`src/rtl/nano_rv32i_pkg.sv`:
```
// nano_rv32i_pkg: shared widths, ALU op codes, operand-select constants and the issue entry type
package nano_rv32i_pkg;

    localparam int XLEN   = 32;
    localparam int REG_AW = 5;

    localparam logic [2:0] ALU_ADD = 3'b000;
    localparam logic [2:0] ALU_SUB = 3'b001;
    localparam logic [2:0] ALU_AND = 3'b010;
    localparam logic [2:0] ALU_OR  = 3'b011;
    localparam logic [2:0] ALU_XOR = 3'b100;
    localparam logic [2:0] ALU_SLL = 3'b101;
    localparam logic [2:0] ALU_SRL = 3'b110;
    localparam logic [2:0] ALU_SRA = 3'b111;

    localparam logic A_SEL_RS1 = 1'b0;
    localparam logic A_SEL_PC  = 1'b1;
    localparam logic B_SEL_RS2 = 1'b0;
    localparam logic B_SEL_IMM = 1'b1;

    typedef struct packed {
        logic              valid;
        logic [2:0]        op;
        logic [REG_AW-1:0] rd;
        logic [REG_AW-1:0] rs1;
        logic [REG_AW-1:0] rs2;
        logic              a_sel;
        logic              b_sel;
        logic [XLEN-1:0]   a;
        logic [XLEN-1:0]   b;
    } issue_entry_t;

endpackage

```
`src/rtl/issue_operand_patch.sv`:
```
// issue_operand_patch: replaces register operands of an entry with a matching write-back result.
// With ALU_ISSUE_WB_PATCH_EN undefined the entry passes through untouched and wb_* are ignored.
module issue_operand_patch
    import nano_rv32i_pkg::*;
(
    input  issue_entry_t      entry,
    input  logic              wb_we,
    input  logic [REG_AW-1:0] wb_rd,
    input  logic [XLEN-1:0]   wb_data,
    output issue_entry_t      patched
);

`ifdef ALU_ISSUE_WB_PATCH_EN
    logic wb_live;
    logic a_hit;
    logic b_hit;

    assign wb_live = wb_we && (wb_rd != '0);
    assign a_hit   = wb_live && (entry.a_sel == A_SEL_RS1) && (entry.rs1 == wb_rd);
    assign b_hit   = wb_live && (entry.b_sel == B_SEL_RS2) && (entry.rs2 == wb_rd);

    // Swap in write-back data only for register-sourced operands; x0, PC and imm stay as they are
    always_comb begin
        patched   = entry;
        patched.a = a_hit ? wb_data : entry.a;
        patched.b = b_hit ? wb_data : entry.b;
    end
`else
    logic wb_unused;

    assign wb_unused = ^{wb_we, wb_rd, wb_data};
    assign patched   = entry;
`endif

endmodule

```
`src/rtl/alu_issue_stage.sv`:
```
// alu_issue_stage: two-entry (head + skid) issue buffer ahead of the ALU with operand select and
// write-back patching; patching is built only when ALU_ISSUE_WB_PATCH_EN is defined.
module alu_issue_stage
    import nano_rv32i_pkg::*;
(
    input  logic              clk_i,
    input  logic              rst_i,
    input  logic              in_valid_i,
    output logic              in_ready_o,
    input  logic [REG_AW-1:0] in_rs1_i,
    input  logic [REG_AW-1:0] in_rs2_i,
    input  logic [XLEN-1:0]   in_rs1_val_i,
    input  logic [XLEN-1:0]   in_rs2_val_i,
    input  logic [XLEN-1:0]   in_pc_i,
    input  logic [XLEN-1:0]   in_imm_i,
    input  logic              in_a_sel_i,
    input  logic              in_b_sel_i,
    input  logic [2:0]        in_alu_op_i,
    input  logic [REG_AW-1:0] in_rd_i,
    input  logic              wb_we_i,
    input  logic [REG_AW-1:0] wb_rd_i,
    input  logic [XLEN-1:0]   wb_data_i,
    input  logic              flush_i,
    output logic              out_valid_o,
    input  logic              out_ready_i,
    output logic [XLEN-1:0]   a_o,
    output logic [XLEN-1:0]   b_o,
    output logic [2:0]        alu_op_o,
    output logic [REG_AW-1:0] rd_o
);

    issue_entry_t head_q, skid_q, cap, cap_p, head_p, skid_p, head_d, skid_d;
    logic         ready_q;
    logic         in_fire;
    logic         out_fire;

    assign in_fire  = in_valid_i && ready_q;
    assign out_fire = head_q.valid && out_ready_i;

    assign cap = '{valid: 1'b1, op: in_alu_op_i, rd: in_rd_i, rs1: in_rs1_i, rs2: in_rs2_i,
                   a_sel: in_a_sel_i, b_sel: in_b_sel_i,
                   a: (in_a_sel_i == A_SEL_PC) ? in_pc_i : in_rs1_val_i,
                   b: (in_b_sel_i == B_SEL_IMM) ? in_imm_i : in_rs2_val_i};

    issue_operand_patch u_patch_cap  (.entry(cap),    .wb_we(wb_we_i), .wb_rd(wb_rd_i), .wb_data(wb_data_i), .patched(cap_p));
    issue_operand_patch u_patch_head (.entry(head_q), .wb_we(wb_we_i), .wb_rd(wb_rd_i), .wb_data(wb_data_i), .patched(head_p));
    issue_operand_patch u_patch_skid (.entry(skid_q), .wb_we(wb_we_i), .wb_rd(wb_rd_i), .wb_data(wb_data_i), .patched(skid_p));

    // Refill the head from skid (older) or the incoming op when it frees up; otherwise park input in skid
    always_comb begin
        head_d = head_p;
        skid_d = skid_p;
        if (!head_q.valid || out_fire) begin
            head_d       = skid_q.valid ? skid_p : (in_fire ? cap_p : head_p);
            head_d.valid = skid_q.valid || in_fire;
            skid_d.valid = 1'b0;
        end else if (in_fire) begin
            skid_d = cap_p;
        end
    end

    // Entry registers; reset and flush empty both entries, ready mirrors the next skid occupancy
    always_ff @(posedge clk_i) begin
        if (rst_i || flush_i) begin
            head_q <= '0;
            skid_q <= '0;
        end else begin
            head_q <= head_d;
            skid_q <= skid_d;
        end
        ready_q <= !rst_i && (flush_i || !skid_d.valid);
    end

    assign in_ready_o  = ready_q;
    assign out_valid_o = head_q.valid;
    assign a_o         = head_q.a;
    assign b_o         = head_q.b;
    assign alu_op_o    = head_q.op;
    assign rd_o        = head_q.rd;

endmodule

```
`config.mk`:
```
export PLATFORM = sky130hd
export DESIGN_NAME = alu_issue_stage
export DESIGN_NICKNAME = d
export VERILOG_FILES = /design/src/rtl/nano_rv32i_pkg.sv /design/src/rtl/issue_operand_patch.sv /design/src/rtl/alu_issue_stage.sv
export SDC_FILE = /design/constraint.sdc
export NUM_CORES = 1
export LEC_CHECK = 0
export CAP_MARGIN = 20
export CORE_ASPECT_RATIO = 1.4
export CORE_UTILIZATION = 47
export DETAILED_ROUTE_END_ITERATION = 8
export PLACE_DENSITY_LB_ADDON = 0.08
export REMOVE_ABC_BUFFERS = 1
export SKIP_CTS_REPAIR_TIMING = 1
export SLEW_MARGIN = 20
export SYNTH_ARGS = -nofsm -noshare
export SYNTH_HDL_FRONTEND = slang
export SYNTH_SLANG_ARGS = --single-unit
```
`constraint.sdc`:
```
create_clock -name clk_i -period 3.63 [get_ports clk_i]
set_clock_uncertainty 0.1 [all_clocks]
set_input_delay 0.363 -clock clk_i [delete_from_list [all_inputs] [get_ports clk_i]]
set_output_delay 0.363 -clock clk_i [all_outputs]
set_load 0.01 [all_outputs]
```
==> flow_summary.ini <==
[hold_path]
hold_end = skid_q[81]$_SDFFE_PP0P_
worstHoldPathCells = 2
hp-start = skid_q[81]$_SDFFE_PP0P_
min_path_type = reg -> reg

[setup_path]
crit_type = in -> reg
r2r_start = skid_q[84]$_SDFF_PP0_
r2r-end = b_o[24]$_SDFFE_PP0P_
cp-end-kind = register
required_ns = 3.86
r2r_setup_slack_ns = 1.42
r2r_cells = 4
critical_path_arrival_ns = 2.57
worstPathMaxFanout = 41
startpoint_type = input pin

[die]
pin_count = 265
die_w_um = 103
dieArea_mm2 = 0.0147
start_util = 0.481
fp-row-count = 51
core_area_mm2 = 0.0138
die_h_um = 143

[pwr]
pwr-share-clk = 0.475
p_switching_w = 0.000880
seqPwrFrac = 0.413
power.leakage_nw = 3.17
p_comb_frac = 0.112
powerDensity_mw_per_mm2 = 426
vdd_drop_max_uv = 279
p_int_w = 0.00312
swShare = 0.220

[finish]
drive_above_1_share = 0.129
diodes = 0
instances_no_fill = 1093
areaGrowthSynthToFinish_pct = 40.8
fill_cells = 1112
nets = 1088

[sta]
drv_slew = 0
fin_crit_sh = 0.645
rsz0062_at_grt = false
slew_headroom = 0.280
hold_violations = 0
final-setup-viol-count = 0
whs_ns = 0.352
period_minus_slack_ns = 2.34
worst_slew_pin_slew_ns = 1.08
timing.fmax_mhz = 427

[logic_synthesis]
netlist_instances = 720
yosys_register_bits = 147
synth_xor_area_frac = 0
synth_area_leaders = dfxtp_1 44%, mux2i_1 11%, mux2_2 9.5%, nor2_1 6.0%, o22ai_1 6.0%
synthArstFlopShare = 0
ys_seq_area_frac = 0.442
ys_warn_count = 0
netlist_area_mm2 = 0.00666
synth-adder-area-share = 0
synth_compound_area_frac = 0.114
synth_top_area_cell = dfxtp_1
ys_types = 27
synth.avg_cell_area_um2 = 9.25
yosys.cell_count.top_type = dfxtp_1
synth-simple-area-share = 0.154
synth_top_area_share = 0.442
synth_edf_count = 0
synth_top_flop_cell = dfxtp_1
synth_mux_area_frac = 0.216
synth_top_family_by_area = multiplexers
synthTopCellsByCount = 147 x dfxtp_1, 107 x nor2_1, 80 x nand2_1, 72 x mux2i_1, 64 x o22ai_1

[route]
post-route-drc-count = 0
drt.antenna.violating_nets = 0
first_pass_iters = 4
post_drt_wl_per_cell_um = 16.3
vias = 5876
routed_wl_mm = 17.8
viasPerCell = 5.38
drt_iter0_drc = 151

[global_route]
groute.usage.overall = 0.244
grt_pass1_vias = 5906
grt_overflow = 0
grt_max_degree = 96
grt_pass1_wl_mm = 27.8
antenna_found_initial = 0

[cts]
cts_tree = yes
cts.sinks = 147
clk_path_buf_depth = 2
clk_latency_ns = 0.42
htreeDepth = 4
cts_root_buffer = clkbuf_16
numCtsBuffers = 17
path_clk_slew_ns = 0.06

[placement]
numPortBuffers = 216
dp_hpwl_mm = 11.1
place_inst = 1062
gp_congestion = 0.731

[outcome]
status = finished clean

[run]
maxCapViolations = 0
-- final cells by class --
class                   instances  area (um2)  area share
clock buffers                  18         429      0.0458
clock inverters                12         205      0.0219
inverters                      23        86.3     0.00921
multi-input cells             486        3240       0.346
flip-flops and latches        147        2950       0.314
well taps                     185         231      0.0247
repair buffers                222        2230       0.238
-- layout by cell type (no fill, tap or decap) --
master | synthesis | routed
a211oi_1 | 25 | 25
nand4b_1 | 1 | 1
and2_4 | 1 | 1
inv_1 | 23 | 23
nand2b_1 | 1 | 1
or2_4 | 0 | 1
mux2_1 | 8 | 8
dfxtp_4 | 0 | 1
clkinvlp_4 | 0 | 3
clkbuf_16 | 0 | 17
bufinv_16 | 0 | 5
buf_4 | 10 | 3
mux2i_1 | 72 | 72
nor2_1 | 107 | 106
dfxtp_1 | 147 | 146
a211oi_2 | 6 | 6
clkdlybuf4s50_1 | 0 | 214
nor3_1 | 30 | 30
clkbuf_1 | 13 | 1
inv_4 | 0 | 1
nor2_4 | 0 | 1
o22ai_1 | 64 | 64
clkinv_4 | 0 | 1
and4b_4 | 0 | 1
nor3_2 | 12 | 12
nor4_1 | 1 | 1
inv_6 | 0 | 2
a21o_1 | 1 | 1
mux2_2 | 56 | 56
nand2_1 | 80 | 80
buf_12 | 0 | 3
buf_2 | 27 | 2
a21oi_1 | 18 | 18
nand3_2 | 1 | 1
-- sequential cells by signal, summed over array words and instances, names as in the netlist --
register,count
a_o,32
skid_q,73
in_ready_o,1
out_valid_o,1
b_o,32
rd_o,5
alu_op_o,3
-- how the worst max path moves through the flow --
stage,end,startpoint,cells after the start,slack (ns)
4_1_cts,b_o[24]$_SDFFE_PP0P_,out_ready_i,5,1.31
3_3_place_gp,a_o[9]$_SDFFE_PP0P_,out_ready_i,5,0.95
3_5_place_dp,b_o[24]$_SDFFE_PP0P_,out_ready_i,5,0.87
5_1_grt,b_o[6]$_SDFFE_PP0P_,out_ready_i,5,1.14
2_1_floorplan,a_o[0]$_SDFFE_PP0P_,rst_i,3,-0.47
6_report,b_o[24]$_SDFFE_PP0P_,out_ready_i,5,1.29
-- cell families after synthesis --
kind of cell,after synthesis
muxes,136
DFF,147
AOI/OAI and AO/OA,114
buffers and inverters,87
and+or+nand+nor,236
-- worst max-delay path, stage by stage --
cell,delay [ns]
clkdlybuf4s50_1,0.48
nand2b_1,0.44
nand3_2,0.62
buf_12,0.40
o22ai_1,0.21
-- layer usage --
metal,wire (um),vias up,global-route usage
li1,-,2856,-
met1,7090,2824,0.258
met2,9270,168,0.452
met3,1070,28,0.0631
met4,342,0,0.0895
met5,0,-,0
-- metrics by stage --
| step | util | power, W | setup TNS [ns] | setup slack [ns] | instance area [um2] |
|---|---|---|---|---|---|
| 3_5_place_dp | 0.630 | 0.00213 | 0 | 0.873 | 8720 |
| 4_1_cts | 0.676 | 0.00401 | 0 | 1.31 | 9360 |
| 2_1_floorplan | - | 0.00187 | -30.19 | -0.473 | 6260 |
| 3_3_place_gp | 0.630 | 0.00212 | 0 | 0.947 | 8720 |
| 5_1_grt | 0.677 | 0.00412 | 0 | 1.14 | 9380 |
| 6_report | 0.677 | 0.00400 | 0 | 1.29 | 9380 |
-- power groups by stage --
| stage | Clock (W) | Combinational (W) | Sequential (W) |
|---|---|---|---|
| 2_1_floorplan | 0 | 0.000170 | 0.00170 |
| 3_3_place_gp | 0 | 0.000435 | 0.00168 |
| 3_5_place_dp | 0 | 0.000445 | 0.00169 |
| 4_1_cts | 0.00192 | 0.000447 | 0.00165 |
| 5_1_grt | 0.00199 | 0.000479 | 0.00165 |
| 6_report | 0.00190 | 0.000447 | 0.00165 |
No activity file was read; power rests on OpenSTA's default activity.
